`src/rtl/bp_be_pkg.sv`:
```
// Shared back-end definitions for the calculator dependency-status interface.
//
// Contents:
//   reg_addr_width_gp   - architectural register index width
//   dep_*_gp            - stage index of each tracked pipeline stage in the
//                         dep_status vector (stage 0 sits at the LSB)
//   bp_be_dep_status_s  - one tracked stage: valid, serializing/memory flags,
//                         destination register and write-back source classes
package bp_be_pkg;

    localparam int reg_addr_width_gp = 5;

    localparam int dep_ex1_gp  = 0;
    localparam int dep_ex2_gp  = 1;
    localparam int dep_iwb_gp  = 2;  // ex3 / integer write-back
    localparam int dep_fwb0_gp = 3;
    localparam int dep_fwb1_gp = 4;

    typedef struct packed {
        logic                         v;
        logic                         serial_v;
        logic                         mem_v;
        logic [reg_addr_width_gp-1:0] rd_addr;
        logic                         mul_iwb_v;
        logic                         mem_iwb_v;
        logic                         fp_iwb_v;
        logic                         mem_fwb_v;
        logic                         fp_fwb_v;
    } bp_be_dep_status_s;

endpackage

```
`src/rtl/bp_be_credit_tracker.sv`:
```
// Up/down counter of outstanding memory transactions.
//
// Ports:
//   clk_i, reset_i  - clock, asynchronous active-high reset
//   inc_i           - a memory transaction was issued
//   dec_i           - a memory credit came back
//   full_o          - count == credits_p (decoded from the registered count)
//   empty_o         - count == 0        (decoded from the registered count)
//
// Illegal overflow/underflow events raise a warning and leave the count held.
module bp_be_credit_tracker
    import bp_be_pkg::*;
#(
    parameter int credits_p = 4
) (
    input  logic clk_i,
    input  logic reset_i,
    input  logic inc_i,
    input  logic dec_i,
    output logic full_o,
    output logic empty_o
);

    localparam int credit_width_p = $clog2(credits_p + 1);

    logic [credit_width_p-1:0] count_q, count_d;

    assign full_o  = (count_q == credit_width_p'(credits_p));
    assign empty_o = (count_q == '0);

    // Simultaneous inc/dec cancel; illegal moves past either bound hold.
    always_comb begin
        count_d = count_q;
        if (inc_i && !dec_i && !full_o) begin
            count_d = count_q + 1'b1;
        end else if (dec_i && !inc_i && !empty_o) begin
            count_d = count_q - 1'b1;
        end
    end

    always_ff @(posedge clk_i or posedge reset_i) begin
        if (reset_i) begin
            count_q <= '0;
        end else begin
            count_q <= count_d;
        end
    end

    always_ff @(posedge clk_i) begin
        if (!reset_i) begin
            assert (!(inc_i && !dec_i && full_o))
                else $warning("credit overflow: inc while all credits outstanding");
            assert (!(dec_i && !inc_i && empty_o))
                else $warning("credit underflow: dec with no credits outstanding");
        end
    end

endmodule

```
`src/rtl/bp_be_dep_tracker.sv`:
```
// Producer side of the calculator dependency-status interface.
//
// Records every dispatch into the calculator pipe, shifts the records one
// stage per cycle (never stalls), applies ex1/ex2 squashes, and publishes the
// registered per-stage status for the hazard checker together with the
// memory-credit full/empty flags.
//
// Ports:
//   clk_i, reset_i       - clock, asynchronous active-high reset
//   dispatch_v_i         - instruction enters ex1 this cycle
//   disp_*_i             - destination register and flags of that instruction
//   kill_isd_i           - drop the dispatch presented this cycle
//   kill_ex1_i/ex2_i     - squash stage 0 / stage 1 contents as they advance
//   credit_inc_i/dec_i   - memory transaction issued / credit returned
//   dep_status_o         - dep_stages_p packed entries, stage 0 at the LSB
//   credits_full_o/empty_o - outstanding-credit count at limit / at zero
module bp_be_dep_tracker
    import bp_be_pkg::*;
#(
    parameter int reg_addr_width_p = 5,
    parameter int dep_stages_p     = 5,
    parameter int credits_p        = 4
) (
    input  logic                        clk_i,
    input  logic                        reset_i,
    input  logic                        dispatch_v_i,
    input  logic [reg_addr_width_p-1:0] disp_rd_addr_i,
    input  logic                        disp_mul_iwb_i,
    input  logic                        disp_mem_iwb_i,
    input  logic                        disp_fp_iwb_i,
    input  logic                        disp_mem_fwb_i,
    input  logic                        disp_fp_fwb_i,
    input  logic                        disp_serial_i,
    input  logic                        disp_mem_i,
    input  logic                        kill_isd_i,
    input  logic                        kill_ex1_i,
    input  logic                        kill_ex2_i,
    input  logic                        credit_inc_i,
    input  logic                        credit_dec_i,
    output logic [dep_stages_p*$bits(bp_be_dep_status_s)-1:0] dep_status_o,
    output logic                        credits_full_o,
    output logic                        credits_empty_o
);

    bp_be_dep_status_s [dep_stages_p-1:0] stage_q, stage_d;

    // A squashed or absent slot is carried as an all-zero entry so the
    // checker never sees a stale rd_addr alongside a cleared valid.
    always_comb begin
        stage_d = '0;
        if (dispatch_v_i && !kill_isd_i) begin
            stage_d[0].v         = 1'b1;
            stage_d[0].serial_v  = disp_serial_i;
            stage_d[0].mem_v     = disp_mem_i;
            stage_d[0].rd_addr   = disp_rd_addr_i;
            stage_d[0].mul_iwb_v = disp_mul_iwb_i;
            stage_d[0].mem_iwb_v = disp_mem_iwb_i;
            stage_d[0].fp_iwb_v  = disp_fp_iwb_i;
            stage_d[0].mem_fwb_v = disp_mem_fwb_i;
            stage_d[0].fp_fwb_v  = disp_fp_fwb_i;
        end
        for (int k = 1; k < dep_stages_p; k++) begin
            stage_d[k] = stage_q[k-1];
        end
        if (kill_ex1_i) begin
            stage_d[dep_ex2_gp] = '0;
        end
        if (kill_ex2_i) begin
            stage_d[dep_iwb_gp] = '0;
        end
    end

    always_ff @(posedge clk_i or posedge reset_i) begin
        if (reset_i) begin
            stage_q <= '0;
        end else begin
            stage_q <= stage_d;
        end
    end

    assign dep_status_o = stage_q;

    bp_be_credit_tracker #(
        .credits_p(credits_p)
    ) credits (
        .clk_i  (clk_i),
        .reset_i(reset_i),
        .inc_i  (credit_inc_i),
        .dec_i  (credit_dec_i),
        .full_o (credits_full_o),
        .empty_o(credits_empty_o)
    );

endmodule

```
`config.mk`:
```
export PLATFORM = sky130hd
export DESIGN_NAME = bp_be_dep_tracker
export DESIGN_NICKNAME = d
export VERILOG_FILES = /design/src/rtl/bp_be_pkg.sv /design/src/rtl/bp_be_credit_tracker.sv /design/src/rtl/bp_be_dep_tracker.sv
export SDC_FILE = /design/constraint.sdc
export NUM_CORES = 1
export LEC_CHECK = 0
export BUFFER_PORTS_ARGS = -buffer_cell sky130_fd_sc_hd__buf_2
export CAP_MARGIN = 40
export CORE_ASPECT_RATIO = 0.7
export CORE_UTILIZATION = 50
export CTS_BUF_LIST = sky130_fd_sc_hd__clkbuf_8
export CTS_CLUSTER_SIZE = 25
export DETAILED_ROUTE_END_ITERATION = 6
export HOLD_SLACK_MARGIN = 0.02
export PLACE_DENSITY_LB_ADDON = 0.2
export SYNTH_ARGS = -nofsm -noshare
export SYNTH_HDL_FRONTEND = slang
export SYNTH_SLANG_ARGS = --single-unit
```
`constraint.sdc`:
```
create_clock -name clk_i -period 2.3 [get_ports clk_i]
set_input_delay 0.46 -clock clk_i [delete_from_list [all_inputs] [get_ports clk_i]]
set_output_delay 0.46 -clock clk_i [all_outputs]
set_load 0.02 [all_outputs]
```
Word level (Yosys, flattened, before mapping):

Cells that the tools add are included.
Widths: inputs -> output; s select.

* register bits after elaboration: 68
* bits of input ports: 20
* output and inout bits: 67
* word-level logic and storage cells: 66

* add/sub/neg operators: 2
* equality and inequality tests: 1
* multiplexer cells: 5
* reduce and logical (&&, ||, !) cells: 12

Operators by type and width (number)
* $mux 13: 3
* $mux 3: 2
* $logic_and 1x1->1: 5
* $logic_not 1->1: 5
* $add 3x1->3 const B: 1
* $eq 3x3->1 const B: 1
* $logic_not 3->1: 1
* $sub 3x1->3 const B: 1
* $reduce_bool 2->1: 1

Longest topological paths before layout:

Gate-level depths: netlist (run 1).

* word-level depth: 5
* mapped depth: 7
* depth with buffers taken out: 7

Modules after synthesis:

A second synthesis (run 1) with hierarchy kept.

* cells, all modules: 159
* area total of the unflattened synthesis: 2346.0 µm²

By module, submodules not included
* bp_be_dep_tracker: times used 1, cells each 135, area an instance 2128.3 µm², sequential area each 1626.6 µm²
* bp_be_credit_tracker: times used 1, cells each 24, area an instance 217.7 µm², sequential area each 75.1 µm²

Worst setup path before layout (run 1):

No wires, ideal clock.

* path kind: flip-flop to flip-flop
* start: register credits.count_q[1]
* end: register credits.count_q[1]
* library setup time: 0.094 ns
* arrival time: 1.719 ns
* required time: 2.206 ns
* setup slack: 0.487 ns
* stages on the path, launching flop included: 7
* buffers on the path: 0
* period minus slack after synthesis: 1.813 ns
* cells stage by stage: dfrtp_1 nor2_2 and2_1 nand2b_1 fa_1 mux2i_1 a221oi_2

* word-level cells in the longest chain between the ends: 4
* elaborated cells on any way between the ends: 11
* those cells by class: add/sub: 2; eq/ne: 1; mux: 2; reduce/logical: 6

RTL lines
* start, declared: line bp_be_credit_tracker.sv:26 `logic [credit_width_p-1:0] count_q, count_d;`
* start signal, assigned: line bp_be_credit_tracker.sv:45 `count_q <= count_d;`
* $eq 3x3->1: line bp_be_credit_tracker.sv:28 `assign full_o = (count_q == credit_width_p'(credits_p));`
* net credits_full_o: line bp_be_dep_tracker.sv:41 `output logic credits_full_o,`
* $logic_not 1->1: line bp_be_credit_tracker.sv:34 `if (inc_i && !dec_i && !full_o) begin`
* $logic_and 1x1->1: line bp_be_credit_tracker.sv:34
* $mux 3: line bp_be_credit_tracker.sv:34
* net credits.count_d[1]: line bp_be_credit_tracker.sv:26

The timed path passes the listed nets, and every way through them passes these cells. The select of a mux whose other input is x is not followed.
A chain may end at the register's enable or synchronous reset.

Worst setup path in the final report (run 1):

* start: register credits.count_q[1]
* end: register credits.count_q[2]

* word-level cells in the longest chain between the ends: 4
* elaborated cells on any way between the ends: 11
* those cells by class: add/sub: 2; eq/ne: 1; mux: 2; reduce/logical: 6

RTL lines
* parallel branches: the longest is 4 deep, another holds $sub 3x1->3

Parallel ways; which one is timed is not known. The select of a mux whose other input is x is not followed.

==> results of run 1 <==
[per-layer routing]
metal	global-route usage, %	vias up	wire length, µm
li1	-	624	-
met1	20.7	611	1560
met2	25.1	72	1740
met3	10.4	9	399
met4	9.93	0	76
met5	0	-	0
[worst max-delay path: cells and delay by family (launching register included)]
kind	cells	cell delay (ps)
adders and majority gates	1	420
DFF	1	480
AOI/OAI and AO/OA	2	280
and+or+nand+nor	4	630
[path summary, 6_finish.rpt]
kind | start | to | slack [ps] | cells past startpoint
max | credits.count_q[1]$_DFFE_PP0P_ | credits.count_q[2]$_DFFE_PP0P_ | 390 | 7
max in group asynchronous | reset_i | dep_status_o[18]$_DFF_PP0_ | 1230 | 4
min | disp_mem_i | dep_status_o[10]$_DFF_PP0_ | 330 | 2
max reg2reg | credits.count_q[1]$_DFFE_PP0P_ | credits.count_q[2]$_DFFE_PP0P_ | 390 | 7
min in group asynchronous | reset_i | dep_status_o[57]$_DFF_PP0_ | 550 | 3
min reg2reg | dep_status_o[34]$_DFF_PP0_ | dep_status_o[47]$_DFF_PP0_ | 370 | 0
[power groups by stage]
| stage | combinational, W | clock, W | sequential (W) |
|---|---|---|---|
| floorplan | 0.000280 | 0 | 0.00134 |
| global placement | 0.000338 | 0 | 0.00133 |
| detailed placement | 0.000374 | 0 | 0.00135 |
| CTS | 0.000375 | 0.000923 | 0.00132 |
| global route | 0.000417 | 0.000975 | 0.00134 |
| finish | 0.000373 | 0.000883 | 0.00133 |
[sequential cells by signal, indices dropped and copies added (netlist names)]
signal and count:
credits.count_q 3, dep_status_o 65
[kinds of logic (layout without fill, tap and decap cells)]
| logic type | Yosys count | after routing | synth area share [%] |
|---|---|---|---|
| DFF | 68 | 68 | 71.5 |
| and+or+nand+nor | 48 | 48 | 12.7 |
| buffers and inverters | 34 | 106 | 10.2 |
| AOI/OAI and AO/OA | 9 | 9 | 3.57 |
| xor gates and xnor gates | 2 | 2 | 0.736 |
| adders and majority gates | 1 | 1 | 0.841 |
| muxes | 1 | 1 | 0.421 |
[area by class of cell]
cell class                 instances  area share (%)
clock inverter                     7            2.10
clock buffer                       9            4.33
tap                               55            2.41
multi-input combinational         61            15.2
timing repair buffer              88            16.1
sequential                        68            59.5
inverter                           2           0.263
[synth_stat cells]
cell type / instances / area [µm²]
dfrtp_1: 68 / 1700
nor2b_1: 27 / 169
buf_4: 26 / 195
and2_1: 13 / 81.3
a211oi_2: 2 / 25.0
buf_2: 2 / 10.0
buf_6: 2 / 22.5
clkbuf_1: 2 / 7.51
inv_1: 2 / 7.51
nor3_1: 2 / 10.0
o21a_1: 2 / 15.0
xnor2_1: 2 / 17.5
a21oi_1: 1 / 5.00
a221oi_2: 1 / 15.0
fa_1: 1 / 20.0
mux2i_1: 1 / 10.0
nand2b_1: 1 / 6.26
nand3_1: 1 / 5.00
nor2_1: 1 / 3.75
nor2_2: 1 / 6.26
nor2b_4: 1 / 13.8
nor3b_1: 1 / 7.51
o211a_1: 1 / 10.0
o22ai_1: 1 / 6.26
o2bb2ai_1: 1 / 8.76
[metrics by stage]
step | utilization (%) | instance area (µm²) | total power (W) | worst slack (ps) | instances
final | 64.2 | 2860 | 0.00258 | 390 | 290
after global routing | 64.2 | 2860 | 0.00273 | 248 | 290
after CTS | 64.2 | 2860 | 0.00262 | 398 | 290
after detailed placement | 59.8 | 2660 | 0.00172 | 351 | 273
after global placement | 59.8 | 2660 | 0.00167 | 483 | 273
after floorplan | - | 2380 | 0.00162 | 128 | 163
[repair_timing]
action / in CTS / in global routing
hold buffers: 1 / 0
setup endpoints to repair: 0 / 0
endpoints found under the hold margin: 4 / 0
==> impl_metrics.env, run 1 <==
export IMPL_status="finished, violations left"
export IMPL_violations="DRC"
export IMPL_die_w_um=84.5
export IMPL_grt_max_degree=65
export IMPL_leakage_nw=1.65
export IMPL_antenna_found_initial=0
export IMPL_cts_root_buf="clkbuf_8"
export IMPL_slew_headroom_pct=63.9
export IMPL_swShare_pct=26.6
export IMPL_cts_buffers=9
export IMPL_p_clk_share_pct=34.2
export IMPL_rsz0062_at_grt="false"
export IMPL_ys_seq_elements=68
export IMPL_comb_power_share_pct=14.4
export IMPL_required_ps=2540
export IMPL_worst_pin_slew_ps=541
export IMPL_cp_cell_sequence="nor2_2, and2_1, nand2b_1, fa_1, nor2_1, a211oi_2, a211oi_2"
export IMPL_track_usage_pct=17.5
export IMPL_period_share_pct=83.1
export IMPL_path_max_fanout=6
export IMPL_finalCriticalPeriod_ps=1910
export IMPL_critPathLaunchType="flip-flop"
export IMPL_boundaryPins=87
export IMPL_routed_via_density=4.54
export IMPL_postCtsSetupBuffers=0
export IMPL_wl_per_cell_um=13.0
export IMPL_drc=14
export IMPL_layout_drive_gt1_share_pct=45.5
export IMPL_ant_nets=0
export IMPL_cts_resized=0
export IMPL_die_h_um=59.7
export IMPL_nets=251
export IMPL_syn_num_nets=184
export IMPL_setup_worst_path_class="flip-flop to flip-flop"
export IMPL_n_antenna_cell=0
export IMPL_vias=1316
export IMPL_row_count=20
export IMPL_seq_area_mm2=0.00170
export IMPL_power_switching_w=0.000686
export IMPL_clock_sinks=68
export IMPL_finalMaxSlewViolations=0
export IMPL_max_stage_delay_ps=480
export IMPL_globalplace_congestion=0.686
export IMPL_worst_setup_path_end_kind="flip-flop"
export IMPL_area_growth_pct=20.1
export IMPL_hold_viol=0
export IMPL_ctsLongestPathBuffers=2
export IMPL_synth_cell_types=25
export IMPL_yosysWarnings=0
export IMPL_fp_dieArea_mm2=0.00504
export IMPL_grt_overflow=0
export IMPL_peakVddDrop_mv=0.573
export IMPL_holdWs_ps=327
export IMPL_drt_total_wl_mm=3.77
export IMPL_avgSynthCellArea_um2=14.6
export IMPL_max_cap_viol_count=0
export IMPL_drt_first_pass_iters=6
export IMPL_cts_tree="yes"
export IMPL_pwr_share_seq_pct=51.4
export IMPL_layout_common_cells="buf_2, dfrtp_1, nor2b_1"
export IMPL_final_setup_tns_ps=0
export IMPL_grt_pass1_wl_mm=6.15
export IMPL_max_freq_mhz=524
export IMPL_drt_initial_drc_count=54
export IMPL_p_per_area_mw_per_mm2=904
export IMPL_placeableCoreArea_mm2=0.00445
export IMPL_initial_core_util_pct=53.4
export IMPL_grt_pass1_vias=1279
export IMPL_numPortBuffers=86
export IMPL_crit_arrival_ps=2150
export IMPL_postSynthCellCount=163
export IMPL_clk_latency_ps=330
export IMPL_seq_area_frac_synth_pct=71.5
export IMPL_worst_path_most_repeated_cell="a211oi_2"
export IMPL_multiInputGateArea_um2=435
export IMPL_netlist_area_mm2=0.00238
export IMPL_cts_clk_slew_worst_paths_ps=70
export IMPL_power_internal_w=0.00190
export IMPL_finalSetupViolations=0
export IMPL_cts_htree_levels=3
export IMPL_holdCritPathClass="input pin to flip-flop"
export IMPL_dp_hpwl_mm=2.79
export IMPL_fillCellCount=353
export IMPL_layout_commonest_cell="buf_2"
export IMPL_cp_slowest_cell="dfrtp_1"
export IMPL_finClkSkew_ps=4.29
Note: power is estimated with default switching activity, not from simulation.
==> run 2, diff against run 1 <==
- CORE_UTILIZATION: 50 -> 46
- clock period: 2.3 -> 1.65 ns (I/O delays scaled with it)
==> run 2 against run 1 <==
Net effect:
- the flow now finishes without violations
- maximum frequency is 18% higher
- register-to-register slack worse by 360 ps
- cell count grew 6.2%
- critical path type unchanged
- largest power group unchanged
- highest routed layer unchanged
==> impl_metrics.env, run 2 (synthesis results as in run 1) <==
export IMPL_globalplace_congestion=0.842
export IMPL_worst_pin_slew_ps=511
export IMPL_fp_dieArea_mm2=0.00547
export IMPL_nets=256
export IMPL_numPortBuffers=86
export IMPL_antenna_found_initial=0
export IMPL_ctsLongestPathBuffers=2
export IMPL_grt_overflow=0
export IMPL_n_antenna_cell=0
export IMPL_holdCritPathClass="input pin to async pin"
export IMPL_worst_path_buf_inv=0
export IMPL_worst_setup_path_end_kind="flip-flop"
export IMPL_period_share_pct=98.3
export IMPL_vias=1300
export IMPL_critPathLaunchType="flip-flop"
export IMPL_grt_max_degree=69
export IMPL_finalSetupViolations=0
export IMPL_max_cap_viol_count=0
export IMPL_cts_clk_slew_worst_paths_ps=60
export IMPL_drt_initial_drc_count=37
export IMPL_finalCriticalPeriod_ps=1620
export IMPL_finClkSkew_ps=3.76
export IMPL_largest_reg_flops=65
export IMPL_drt_total_wl_mm=3.63
export IMPL_initial_core_util_pct=48.7
export IMPL_finalMaxSlewViolations=0
export IMPL_layout_common_cells="buf_2, dfrtp_1, nor2b_1"
export IMPL_row_count=21
export IMPL_grt_pass1_wl_mm=6.02
export IMPL_cts_buffers=9
export IMPL_postCtsSetupBuffers=0
export IMPL_crit_arrival_ps=1860
export IMPL_ant_nets=0
export IMPL_routed_via_density=4.22
export IMPL_setup_slack_ps=28.1
export IMPL_clock_sinks=68
export IMPL_slew_headroom_pct=65.9
export IMPL_hold_viol=0
export IMPL_hold_buffers=0
export IMPL_peakVddDrop_mv=0.585
export IMPL_rsz0062_at_grt="true"
export IMPL_grt_pass1_vias=1230
export IMPL_cts_root_buf="clkbuf_8"
export IMPL_setup_worst_path_class="flip-flop to flip-flop"
export IMPL_dp_hpwl_mm=2.63
export IMPL_clk_latency_ps=330
export IMPL_track_usage_pct=15.4
export IMPL_leakage_nw=1.67
export IMPL_cts_tree="yes"
export IMPL_layout_drive_gt1_share_pct=49.4
export IMPL_holdWs_ps=85.4
export IMPL_cp_cell_sequence="nor2_2, and2_4, nand2b_4, fa_2, mux2i_1, a221oi_2"
export IMPL_cp_slowest_cell="fa_2"
export IMPL_path_max_fanout=2
export IMPL_max_stage_delay_ps=540
export IMPL_cts_htree_levels=3
export IMPL_p_per_area_mw_per_mm2=1270
export IMPL_drc=0
export IMPL_status="completed"
export IMPL_required_ps=1890
export IMPL_drt_first_pass_iters=4
export IMPL_die_h_um=62.2
export IMPL_crit_family="adder cells"
export IMPL_max_freq_mhz=617
export IMPL_placeableCoreArea_mm2=0.00489
export IMPL_area_growth_pct=23.3
export IMPL_pre_cts_ws_ps=3.17
export IMPL_fin_util_pct=60.1
export IMPL_boundaryPins=87
export IMPL_wl_per_cell_um=11.8
export IMPL_layout_commonest_cell="buf_2"
export IMPL_die_w_um=88.0
[run 2: cell count changes in the layout (fill, tap and decap cells not counted), sizes merged]
cell         before  now
buf              87   93
inv               4    1
clkbuf            9   10
clkinvlp          1    2
dlygate4sd3       1    0
[run 2: area by class of cell]
cell class,count,area (µm²)
fill,424,1950
sequential,68,1700
timing repair buffer,93,495
multi-input combinational,61,450
clock buffer,10,138
tap,69,86.3
clock inverter,5,52.6
inverter,2,11.3
[run 2: stage by stage]
step                area [µm²]  total power [W]  setup TNS, ps  cells
floorplan                 2390          0.00227           -145    163
global route              2940          0.00393          -25.4    308
finish                    2940          0.00373              0    308
detailed placement        2740          0.00247              0    293
global placement          2740          0.00245              0    293
CTS                       2930          0.00377              0    308
[run 2: layer usage]
| metal | global-route usage (%) | vias to the layer above | part of all wire [%] | wire, µm |
|---|---|---|---|---|
| met3 | 7.98 | 11 | 9.8 | 357 |
| li1 | - | 626 | - | - |
| met5 | 0 | - | 0 | 0 |
| met1 | 19.6 | 597 | 46 | 1670 |
| met2 | 20.7 | 66 | 42 | 1510 |
| met4 | 9.22 | 0 | 2.4 | 87 |
[run 2: path summary, 6_finish.rpt]
| check | from | to | slack (ps) | depth (start not counted) |
|---|---|---|---|---|
| setup / recovery | credits.count_q[1]$_DFFE_PP0P_ | credits.count_q[1]$_DFFE_PP0P_ | 30 | 6 |
| hold / removal | reset_i | dep_status_o[43]$_DFF_PP0_ | 90 | 3 |
| setup reg to reg | credits.count_q[1]$_DFFE_PP0P_ | credits.count_q[1]$_DFFE_PP0P_ | 30 | 6 |
| hold reg to reg | dep_status_o[31]$_DFF_PP0_ | dep_status_o[44]$_DFF_PP0_ | 370 | 0 |
| max in group asynchronous | reset_i | dep_status_o[4]$_DFF_PP0_ | 1290 | 3 |
| min in group clk_i | disp_serial_i | dep_status_o[11]$_DFF_PP0_ | 200 | 2 |
[run 2: power breakdown]
group,switching [W],internal (W),leakage (nW)
Combinational,0.000356,0.000309,0.643
Clock,0.000557,0.000722,0.0979
Sequential,0.0000401,0.00174,0.927
[run 2: what timing repair did]
action	in CTS	in global routing
pin swaps	0	4
hold endpoints to repair	0	0
gates resized for setup	1	1
setup endpoints to repair	2	2
[run 2: worst reg2reg max path, stage by stage (launching register included)]
cell	delay, ps
dfrtp_1	380
nor2_2	50
and2_4	130
nand2b_4	140
fa_2	540
mux2i_1	70
a221oi_2	230
==> run 3, diff against run 2 <==
- RECOVER_POWER: unset -> 50
==> run 3 against run 2 <==
Net effect:
- sequential share of layout area rose by 0.27 points
- sequential cell count is the same
- via count up 0.54%
- worst setup slack better by 4.8 ps
- critical path depth unchanged
- highest routed layer unchanged
==> impl_metrics.env, run 3 (synthesis results as in run 1) <==
export IMPL_routed_via_density=4.24
export IMPL_cts_tree="yes"
export IMPL_nets=256
export IMPL_hold_buffers=0
export IMPL_drt_total_wl_mm=3.62
export IMPL_fillCellCount=426
export IMPL_numPortBuffers=86
export IMPL_max_cap_viol_count=0
export IMPL_leakage_nw=1.66
export IMPL_fp_dieArea_mm2=0.00547
export IMPL_seq_area_mm2=0.00170
export IMPL_layout_common_cells="buf_2, dfrtp_1, nor2b_1"
export IMPL_fin_util_pct=59.8
export IMPL_grt_overflow=0
export IMPL_die_w_um=88.0
export IMPL_period_share_pct=98.0
export IMPL_crit_family="adder cells"
export IMPL_vias=1307
export IMPL_critPathLaunchType="flip-flop"
export IMPL_worst_pin_slew_ps=862
export IMPL_area_growth_pct=22.8
export IMPL_globalplace_congestion=0.842
export IMPL_grt_max_degree=69
export IMPL_status="completed"
export IMPL_placeableCoreArea_mm2=0.00489
export IMPL_cts_root_buf="clkbuf_8"
export IMPL_antenna_found_initial=0
export IMPL_fin_area_mm2=0.00292
export IMPL_clk_latency_ps=330
export IMPL_worst_path_buf_inv=0
export IMPL_r2r_start="credits.count_q[1]$_DFFE_PP0P_"
export IMPL_hold_path_depth=2
export IMPL_slew_headroom_pct=42.5
export IMPL_layout_commonest_cell="buf_2"
export IMPL_boundaryPins=87
export IMPL_dp_hpwl_mm=2.63
export IMPL_ant_nets=0
export IMPL_ctsLongestPathBuffers=2
export IMPL_hp_start="disp_serial_i"
export IMPL_layout_drive_gt1_share_pct=49.0
export IMPL_worst_setup_path_end_kind="flip-flop"
export IMPL_finalCriticalPeriod_ps=1620
export IMPL_hold_viol=0
export IMPL_placed_area_mm2=0.00274
export IMPL_row_count=21
export IMPL_setup_worst_path_class="flip-flop to flip-flop"
export IMPL_cp_cell_sequence="nor2_2, and2_4, nand2b_4, fa_2, mux2i_1, a221oi_2"
export IMPL_drt_initial_drc_count=41
export IMPL_holdCritPathClass="input pin to flip-flop"
export IMPL_worstRegToRegCells=6
export IMPL_cts_buffers=9
export IMPL_reg2reg_setup_slack_ps=30
export IMPL_cp_slowest_cell="fa_2"
export IMPL_die_h_um=62.2
export IMPL_p_per_area_mw_per_mm2=1270
export IMPL_drc=0
export IMPL_fin_cells=308
export IMPL_final_setup_tns_ps=0
export IMPL_cts_clk_slew_worst_paths_ps=70
export IMPL_peakVddDrop_mv=0.585
export IMPL_drt_first_pass_iters=4
export IMPL_max_freq_mhz=618
export IMPL_crit_reg2reg_capture="credits.count_q[1]$_DFFE_PP0P_"
export IMPL_multiInputGateArea_um2=450
export IMPL_finClkSkew_ps=4.12
export IMPL_placed_cells=293
export IMPL_finalMaxSlewViolations=0
export IMPL_grt_pass1_wl_mm=6.02
export IMPL_grt_pass1_vias=1230
export IMPL_n_antenna_cell=0
export IMPL_path_max_fanout=2
export IMPL_holdWs_ps=206
export IMPL_largest_reg_flops=65
export IMPL_cts_htree_levels=3
export IMPL_max_stage_delay_ps=540
export IMPL_finalSetupViolations=0
export IMPL_wl_per_cell_um=11.8
export IMPL_crit_arrival_ps=1850
export IMPL_initial_core_util_pct=48.7
export IMPL_rsz0062_at_grt="true"
export IMPL_postCtsSetupBuffers=0
export IMPL_whs_endpoint="dep_status_o[11]$_DFF_PP0_"
export IMPL_startpoint="credits.count_q[1]$_DFFE_PP0P_"
export IMPL_required_ps=1890
export IMPL_track_usage_pct=15.4
export IMPL_clock_sinks=68
## run 3: cell type report
cell class | instances | share of cell area [%]
Multi-Input combinational cell | 61 | 15.4
Sequential cell | 68 | 58.2
Clock buffer | 10 | 4.71
Timing Repair Buffer | 93 | 16.5
Clock inverter | 5 | 1.80
Tap cell | 69 | 2.96
Inverter | 2 | 0.385
## run 3: report_power, final
part	total (W)	leakage, nW	switching, W	internal [W]
Clock	0.00127	0.0979	0.000552	0.000722
Combinational	0.000660	0.636	0.000355	0.000305
Sequential	0.00178	0.927	0.0000401	0.00174
Total	0.00372	1.66	0.000947	0.00277
## run 3: repair_timing
item | CTS | global route
endpoints found under the setup margin | 2 | 2
gates resized for setup | 1 | 1
pin swaps | 0 | 4
hold endpoints to repair | 0 | 0
## run 3: worst max path at each step
| stage | cells after the start | slack (ps) | endpoint |
|---|---|---|---|
| final | 6 | 30 | credits.count_q[1]$_DFFE_PP0P_ |
| after detailed placement | 6 | 3 | credits.count_q[1]$_DFFE_PP0P_ |
| after global placement | 6 | 40 | credits.count_q[1]$_DFFE_PP0P_ |
| after floorplan | 6 | -90 | credits.count_q[1]$_DFFE_PP0P_ |
| after CTS | 6 | 20 | credits.count_q[1]$_DFFE_PP0P_ |
| after global routing | 6 | -30 | credits.count_q[1]$_DFFE_PP0P_ |
## run 3: per-layer routing
layer / GRT usage (%) / up-vias / share of wire, %
met5: 0 / - / 0
met4: 9.22 / 0 / 2.1
met3: 7.98 / 9 / 10
met2: 20.7 / 69 / 43
met1: 19.6 / 602 / 45
li1: - / 627 / -
## run 3: per-stage QoR
| stage | power, W | worst slack (ps) |
|---|---|---|
| after CTS | 0.00377 | 19.0 |
| after global routing | 0.00392 | -25.4 |
| after floorplan | 0.00227 | -92.0 |
| after detailed placement | 0.00247 | 3.17 |
| after global placement | 0.00245 | 44.2 |
| final | 0.00372 | 32.9 |
